[config.mk]
export PLATFORM = sky130hd
export DESIGN_NAME = palette_pixel_out
export DESIGN_NICKNAME = d
export VERILOG_FILES = /design/src/rtl/palette_pixel_out.sv
export SDC_FILE = /design/constraint.sdc
export NUM_CORES = 1
export LEC_CHECK = 0
export ABC_AREA = 1
export BUFFER_PORTS_ARGS = -buffer_cell sky130_fd_sc_hd__clkbuf_2
export CAP_MARGIN = 20
export CORE_MARGIN = 5
export CORE_UTILIZATION = 60
export CTS_CLUSTER_SIZE = 25
export DETAILED_ROUTE_END_ITERATION = 7
export MAX_ROUTING_LAYER = met4
export PLACE_DENSITY = 0.85
export SYNTH_ARGS = -nofsm -noshare
export SYNTH_HDL_FRONTEND = slang
export SYNTH_SLANG_ARGS = --single-unit
[constraint.sdc]
create_clock -name clk -period 6.15 [get_ports clk]
set_input_delay 0.3075 -clock clk [delete_from_list [all_inputs] [get_ports clk]]
set_output_delay 0.3075 -clock clk [all_outputs]
set_load 0.005 [all_outputs]
[src/rtl/palette_pixel_out.sv]
// -----------------------------------------------------------------------------
// palette_pixel_out
//
// Pixel output stage wrapped around a 256x16 palette BRAM. Both BRAM ports
// share the pixel clock.
//
// Read side: the per-pixel 8-bit colour index is sent straight to the
// palette read port. The sync and visible strobes are delayed so that they
// line up with the one-clock BRAM latency. The looked-up colour is then
// registered as 4:4:4 RGB. Index to RGB takes two clocks, and the strobes
// take the same two clocks.
//
// Write side: host palette writes go into a small FIFO. Entries are
// committed to the palette write port only while the generator is outside
// the visible area, so a palette change never tears mid-line. Setting
// WRITE_ANYTIME makes commits ignore visible_i.
//
// Optional feature, macro PAL_BORDER_EN:
//   Adds a 16-bit border colour register. It is loaded by a committed write
//   to palette address 0xFF, which still also updates the BRAM. When the
//   stage-1 pixel is both border and visible, its RGB comes from this
//   register instead of the palette.
//
// Ports:
//   clk               pixel clock, also the palette write clock
//   reset_ni          synchronous reset, active low
//   pix_index_i       colour index of the current pixel
//   visible_i         current pixel is in the active area
//   hsync_i, vsync_i  syncs in generator polarity
//   border_i          pixel is border (only used with PAL_BORDER_EN)
//   pal_rd_en_o       palette read enable
//   pal_rd_addr_o     palette read address
//   pal_rd_data_i     palette read data, valid one clock after the read
//   pal_wr_en_o       palette write enable (one clock per committed entry)
//   pal_wr_addr_o     palette write address
//   pal_wr_data_o     palette write data
//   host_wr_valid_i   host write request
//   host_wr_ready_o   FIFO can accept an entry
//   host_wr_addr_i    palette entry to write
//   host_wr_data_i    colour, 0x0RGB
//   fifo_empty_o      no pending writes
//   red_o, green_o, blue_o        registered colour
//   hsync_o, vsync_o, visible_o   strobes delayed to match the colour
// -----------------------------------------------------------------------------
module palette_pixel_out #(
    parameter int FIFO_DEPTH    = 4,
    parameter int WRITE_ANYTIME = 0
) (
    input  logic        clk,
    input  logic        reset_ni,

    input  logic [7:0]  pix_index_i,
    input  logic        visible_i,
    input  logic        hsync_i,
    input  logic        vsync_i,
    input  logic        border_i,

    output logic        pal_rd_en_o,
    output logic [7:0]  pal_rd_addr_o,
    input  logic [15:0] pal_rd_data_i,

    output logic        pal_wr_en_o,
    output logic [7:0]  pal_wr_addr_o,
    output logic [15:0] pal_wr_data_o,

    input  logic        host_wr_valid_i,
    output logic        host_wr_ready_o,
    input  logic [7:0]  host_wr_addr_i,
    input  logic [15:0] host_wr_data_i,
    output logic        fifo_empty_o,

    output logic [3:0]  red_o,
    output logic [3:0]  green_o,
    output logic [3:0]  blue_o,
    output logic        hsync_o,
    output logic        vsync_o,
    output logic        visible_o
);

    localparam int PTR_W = $clog2(FIFO_DEPTH);
    localparam int CNT_W = PTR_W + 1;
    localparam logic [CNT_W-1:0] FULL_CNT = CNT_W'(FIFO_DEPTH);

    // Select the 12-bit colour for one pixel. Blanked pixels are forced to
    // black. Bits [15:12] of each 16-bit source are never displayed.
    function automatic logic [11:0] pick_rgb(
        input logic        vld,
        input logic        use_border,
        input logic [15:0] pal_colour,
        input logic [15:0] border_colour
    );
        if (!vld)
            return 12'h000;
        else if (use_border)
            return border_colour[11:0];
        else
            return pal_colour[11:0];
    endfunction

    // ------------------------------------------------------------------
    // Read path, stage 0: the index goes straight to the BRAM
    // ------------------------------------------------------------------
    assign pal_rd_addr_o = pix_index_i;
    assign pal_rd_en_o   = reset_ni;

    // ------------------------------------------------------------------
    // Stage 1: strobes held while the BRAM read is in flight
    // ------------------------------------------------------------------
    logic        vld_p1;
    logic        hs_p1;
    logic        vs_p1;
    logic        use_border_p1;
    logic [15:0] border_colour;

    always_ff @(posedge clk) begin
        if (!reset_ni) begin
            vld_p1 <= 1'b0;
            hs_p1  <= 1'b0;
            vs_p1  <= 1'b0;
        end else begin
            vld_p1 <= visible_i;
            hs_p1  <= hsync_i;
            vs_p1  <= vsync_i;
        end
    end

`ifdef PAL_BORDER_EN
    logic        bord_p1;
    logic [15:0] border_q;

    always_ff @(posedge clk) begin
        if (!reset_ni)
            bord_p1 <= 1'b0;
        else
            bord_p1 <= border_i;
    end

    // The border register is loaded on the same clock edge as the BRAM
    // write of entry 0xFF, so both copies change together.
    always_ff @(posedge clk) begin
        if (!reset_ni)
            border_q <= 16'h0000;
        else if (pal_wr_en_o && (pal_wr_addr_o == 8'hFF))
            border_q <= pal_wr_data_o;
    end

    assign use_border_p1 = bord_p1;
    assign border_colour = border_q;
`else
    logic unused_border;
    assign unused_border = border_i;
    assign use_border_p1 = 1'b0;
    assign border_colour = 16'h0000;
`endif

    // ------------------------------------------------------------------
    // Stage 2: registered colour and strobes
    // ------------------------------------------------------------------
    always_ff @(posedge clk) begin
        if (!reset_ni) begin
            red_o     <= 4'h0;
            green_o   <= 4'h0;
            blue_o    <= 4'h0;
            hsync_o   <= 1'b0;
            vsync_o   <= 1'b0;
            visible_o <= 1'b0;
        end else begin
            {red_o, green_o, blue_o} <= pick_rgb(vld_p1, use_border_p1,
                                                 pal_rd_data_i, border_colour);
            hsync_o   <= hs_p1;
            vsync_o   <= vs_p1;
            visible_o <= vld_p1;
        end
    end

    // ------------------------------------------------------------------
    // Write path: host FIFO
    // ------------------------------------------------------------------
    logic [7:0]       fifo_addr [FIFO_DEPTH];
    logic [15:0]      fifo_data [FIFO_DEPTH];
    logic [PTR_W-1:0] wr_ptr;
    logic [PTR_W-1:0] rd_ptr;
    logic [CNT_W-1:0] count;
    logic             push;
    logic             pop;

    // Ready comes from the registered count only. A pop in the same clock
    // frees a slot, but the host sees that slot only on the next clock.
    assign host_wr_ready_o = (count != FULL_CNT);
    assign fifo_empty_o    = (count == '0);
    assign push = host_wr_valid_i && host_wr_ready_o;
    assign pop  = (count != '0) && (!visible_i || (WRITE_ANYTIME != 0));

    always_ff @(posedge clk) begin
        if (push) begin
            fifo_addr[wr_ptr] <= host_wr_addr_i;
            fifo_data[wr_ptr] <= host_wr_data_i;
        end
    end

    // FIFO_DEPTH is a power of two, so the pointers wrap on their own.
    always_ff @(posedge clk) begin
        if (!reset_ni) begin
            wr_ptr <= '0;
            rd_ptr <= '0;
            count  <= '0;
        end else begin
            if (push)
                wr_ptr <= wr_ptr + 1'b1;
            if (pop)
                rd_ptr <= rd_ptr + 1'b1;
            case ({push, pop})
                2'b10:   count <= count + 1'b1;
                2'b01:   count <= count - 1'b1;
                default: count <= count;
            endcase
        end
    end

    // ------------------------------------------------------------------
    // Commit stage: one registered BRAM write per popped entry
    // ------------------------------------------------------------------
    always_ff @(posedge clk) begin
        if (!reset_ni) begin
            pal_wr_en_o   <= 1'b0;
            pal_wr_addr_o <= 8'h00;
            pal_wr_data_o <= 16'h0000;
        end else begin
            pal_wr_en_o <= pop;
            if (pop) begin
                pal_wr_addr_o <= fifo_addr[rd_ptr];
                pal_wr_data_o <= fifo_data[rd_ptr];
            end
        end
    end

endmodule

# Yosys cells after proc, flatten, opt, wreduce, memory -nomap -nowiden
# Memory sizes are Yosys's and may differ from the RTL's. A register that Yosys moved wholly into a read port is not among the register bits.
# Index checks and enable logic that the tools add are counted.
# word_totals
register_bits	26
ramBits	96
inputBits	55
elab_cells	34
memories	2
# memory_table
memory	words	width	rd	rd_clocked_by_memory_dff	write_ports	line	rtl
fifo_data	4	16	1	1	1	180	logic [15:0] fifo_data [FIFO_DEPTH];
fifo_addr	4	8	1	1	1	179	logic [7:0] fifo_addr [FIFO_DEPTH];
# classes
n_addsub	4
eq_ne	3
muxes	3
n_reduce_logical	9
# ops
operator	n
3-bit case mux with 2 select lines	1
2-bit by 1-bit adder with 2-bit output, second input constant	2
3-bit by 1-bit adder with 3-bit output, second input constant	1
1-bit logical NOT	3
3-bit logical NOT	1
3-bit != test, second input constant	1
3-bit nonzero test	1
3-bit by 1-bit subtractor with 3-bit output, second input constant	1
2-bit by 1-bit equality test with 1-bit output, second input constant	1
2-bit equality test, second input constant	1
1-bit logical AND	2
1-bit 2-to-1 mux	2
2-bit AND reduction	1
2-bit nonzero test	1

# Longest topological paths before layout
# logic_depth
word_depth	4
ltp_mapped	13

# Worst setup path before layout
# Ideal clock, no wire load.
# synth_path
path_kind	reg-to-reg
start	register count[1]
end	memory fifo_addr[0][0] (enable)
setup_ns	0.405
arrival_time_ns	1.671
t_required_ns	5.745
slack_ns	4.074
stages_incl_launch_ff	5
path_buffers	0
synth_period_minus_slack_ns	2.076
cell_sequence	dfxtp_1 -> nor2_2 -> nand2_1 -> nand2_4 -> nor2_1
# synth_via
elab_chain_cells	4
# synth_rtl
element	line	rtl
from (decl)	183	logic [CNT_W-1:0] count;
from (signal assigned)	213	2'b10: count <= count + 1'b1;
from (signal assigned)	214	2'b01: count <= count - 1'b1;
from (signal assigned)	215	default: count <= count;
3-bit != test	189	assign host_wr_ready_o = (count != FULL_CNT);
named net host_wr_ready_o	67	output logic host_wr_ready_o,
1-bit logical AND	191	assign push = host_wr_valid_i && host_wr_ready_o;
1-bit 2-to-1 mux	195	if (push) begin
1-bit 2-to-1 mux (not written as such)	196	fifo_addr[wr_ptr] <= host_wr_addr_i;
to (decl)	179	
# The timed path passes the listed nets, and every way through them passes these cells.

==> flow_summary.toml <==
[synth]
synth_area_leaders = "edfxtp_1, dfxtp_1, nand2_1"
yosysWarnings = 0
ys_seq_area_share_pct = 63.3
synthDistinctLibCells = 22
synth_cells = 661
syn-num-nets = 722
mappedNetlistArea_um2 = 6140
yosys.area.top_type_share_pct = 47.0
synth_area_per_cell_um2 = 9.28
synth_seq_cells = 146
yosysTopAreaCell = "edfxtp_1"

[clock_tree]
cts_resized = 0
h-tree-depth = 4
cts_sinks = 146
cts_max_path_buffers = 2
post_cts_buffers = 0
cts_root_buf = "clkbuf_8"
clk-insertion-delay-late_ns = 0.53
cts_tree = "yes"
numCtsBuffers = 17
hold_buffers = 33
clk_pin_slew_worst_paths_ns = 0.06

[placed_design]
place_inst = 851
hpwl_mm = 7.36
place_ws_ns = 4.13
finalWeightedCongestion = 0.700
io_buffers = 84

[drt]
wl_per_cell_um = 13.9
routed_wl_mm = 12.7
routed_via_density = 4.75
firstDrtPassIters = 5
drt_iter0_drc = 314
drc_errors = 0
ant_nets = 0
num_vias = 4360

[floorplanning]
start_util_pct = 60.5
rows = 37
die_w_um = 111
die-area_um2 = 12300
dieHeight_um = 111
core_area_um2 = 10100
io_pins = 106

[critical_path]
crit_path_end_kind = "flop"
start_kind = "flop"
cp_max_fo = 51
cp_data_arrival_time_ns = 2.56
cp_slowest_cell = "dfxtp_2"
cp_slowest_stage_delay_ns = 0.99
cp.required_ns = 6.61
criticalPathCategory = "flop to flop"
path_cells = "inv_4 > nand2_1 > nand3_1 > nand2_1 > nor2_1 > nor2_1"

[timing]
tightest_slew_ns = 1.03
rsz0062_at_grt = "no"
min_period_ns = 2.10
hold_violations = 0
slew_headroom_pct = 31.5
finalSetupViolCount = 0
fin_ws_ns = 4.05
skew_ns = 0.00780
final_max_slew_viol_count = 0
max_freq_mhz = 477
final.period_utilization_pct = 34.1
tns_ns = 0

[global_routing]
grt_pass1_wl_mm = 20.5
globalRoute.totalOverflow = 0
antenna_found_initial = 0
grt_pass1_vias = 4374
grt_max_degree = 53
grt_usage_pct = 22.0

[layout]
final-seq-area_um2 = 3880
layoutNonFillerInstCount = 918
multi_input_area_um2 = 1400
antenna_cells = 0
fin_nets = 830
area_delta_synth_final_pct = 21.4
drive_above_1_share_pct = 16.6
fillCellCount = 664

[status]
status = "complete, no violations"

[worst_hold_path]
hold_path.class = "input port to flop"

[power_and_ir_drop]
powerDensity_nw_per_um2 = 392
leakage_nw = 3.66
ir_drop_uv = 231

[run]
drv_cap = 0
logic make-up (layout without fill, tap and decap cells):
family	Yosys count	count (layout)	synth area share (%)
and+or+nand+nor	310	310	20.6
AOI/OAI and AO/OA	8	8	0.714
buffers and inverters	191	312	14.0
DFF	146	146	63.3
adders and majority gates	6	6	1.35
cell usage after synthesis:
cell and n:
nand2_1 184, clkbuf_1 1, nand2_8 1, dfxtp_1 50, buf_4 14, nand2_4 2
nor2_2 1, a21oi_2 1, buf_2 9, inv_4 2, nand2_2 1, edfxtp_1 96
o21ai_1 1, buf_6 10, buf_1 1, inv_1 154, o21ai_0 2, nand3_1 52
a21oi_1 4, ha_1 5, fa_1 1, nor2_1 69
through the flow:
stage	hold WS [ns]	total power [W]	utilization (%)	area [um^2]
final	0.0132	0.00292	73.5	7450
after global routing	0.000498	0.00309	73.5	7450
after CTS	0.000350	0.00293	73.3	7430
after detailed placement	0.412	0.00190	64.2	6500
after global placement	0.401	0.00186	64.2	6500
after floorplan	0.390	0.00175	-	6140
cell usage in the layout, fill, tap and decap left out, types with 3 or more instances in the layout:
master         Yosys  routed
nand2_1          184     184
inv_1            154     154
edfxtp_1          96      96
clkbuf_2           0      84
nor2_1            69      65
nand3_1           52      52
dfxtp_1           50      49
dlygate4sd3_1      0      35
clkbuf_16          0      16
nor2_2             1       5
ha_1               5       5
buf_4             14       5
a21oi_1            4       4
clkbuf_8           0       4
bufinv_16          0       3
final timing paths:
check	startpoint	to	slack [ns]	cells past startpoint
max	rd_ptr[0]	pal_wr_data_o[9]	4.05	6
min	host_wr_addr_i[7]	fifo_addr[3][7]	0.01	1
max reg2reg	rd_ptr[0]	pal_wr_data_o[9]	4.05	6
min reg2reg	hs_p1	hsync_o	0.42	2
power breakdown:
group / total (W) / switching [W] / internal [W]
clock: 0.00102 / 0.000373 / 0.000646
combinational: 0.000642 / 0.000408 / 0.000234
sequential: 0.00126 / 0.0000865 / 0.00118
total: 0.00292 / 0.000867 / 0.00206
worst max-delay path, delay by kind of cell, from the launching register on:
kind / cells / cell delay [ns]
flip-flops: 1 / 0.99
AND/OR/NAND/NOR: 5 / 0.54
buffers and inverters: 1 / 0.45
state kept, by name, summed over array words and instances, names as in the netlist, 2 cells and up:
register       flops
pal_wr_addr_o      8
wr_ptr             2
fifo_addr         32
green_o            4
rd_ptr             2
count              3
pal_wr_data_o     16
blue_o             4
fifo_data         64
red_o              4
cell type report:
cell class	count	area share, %
multi-input cells	324	18.8
clock buffers	22	6.21
repair buffers	124	10.8
flip-flops and latches	146	52.1
inverters	156	7.93
clock inverters	10	1.76
well taps	136	2.28
per-layer routing:
metal	GRT usage, %	share of wire, %	up-vias	wire [um]
li1	-	-	2184	-
met1	24.1	37	1981	4720
met2	38.0	53	171	6800
met3	5.79	7.5	24	950
met4	9.08	1.9	0	248
met5	-	0	-	0
Power figures use the tool's default switching activity.
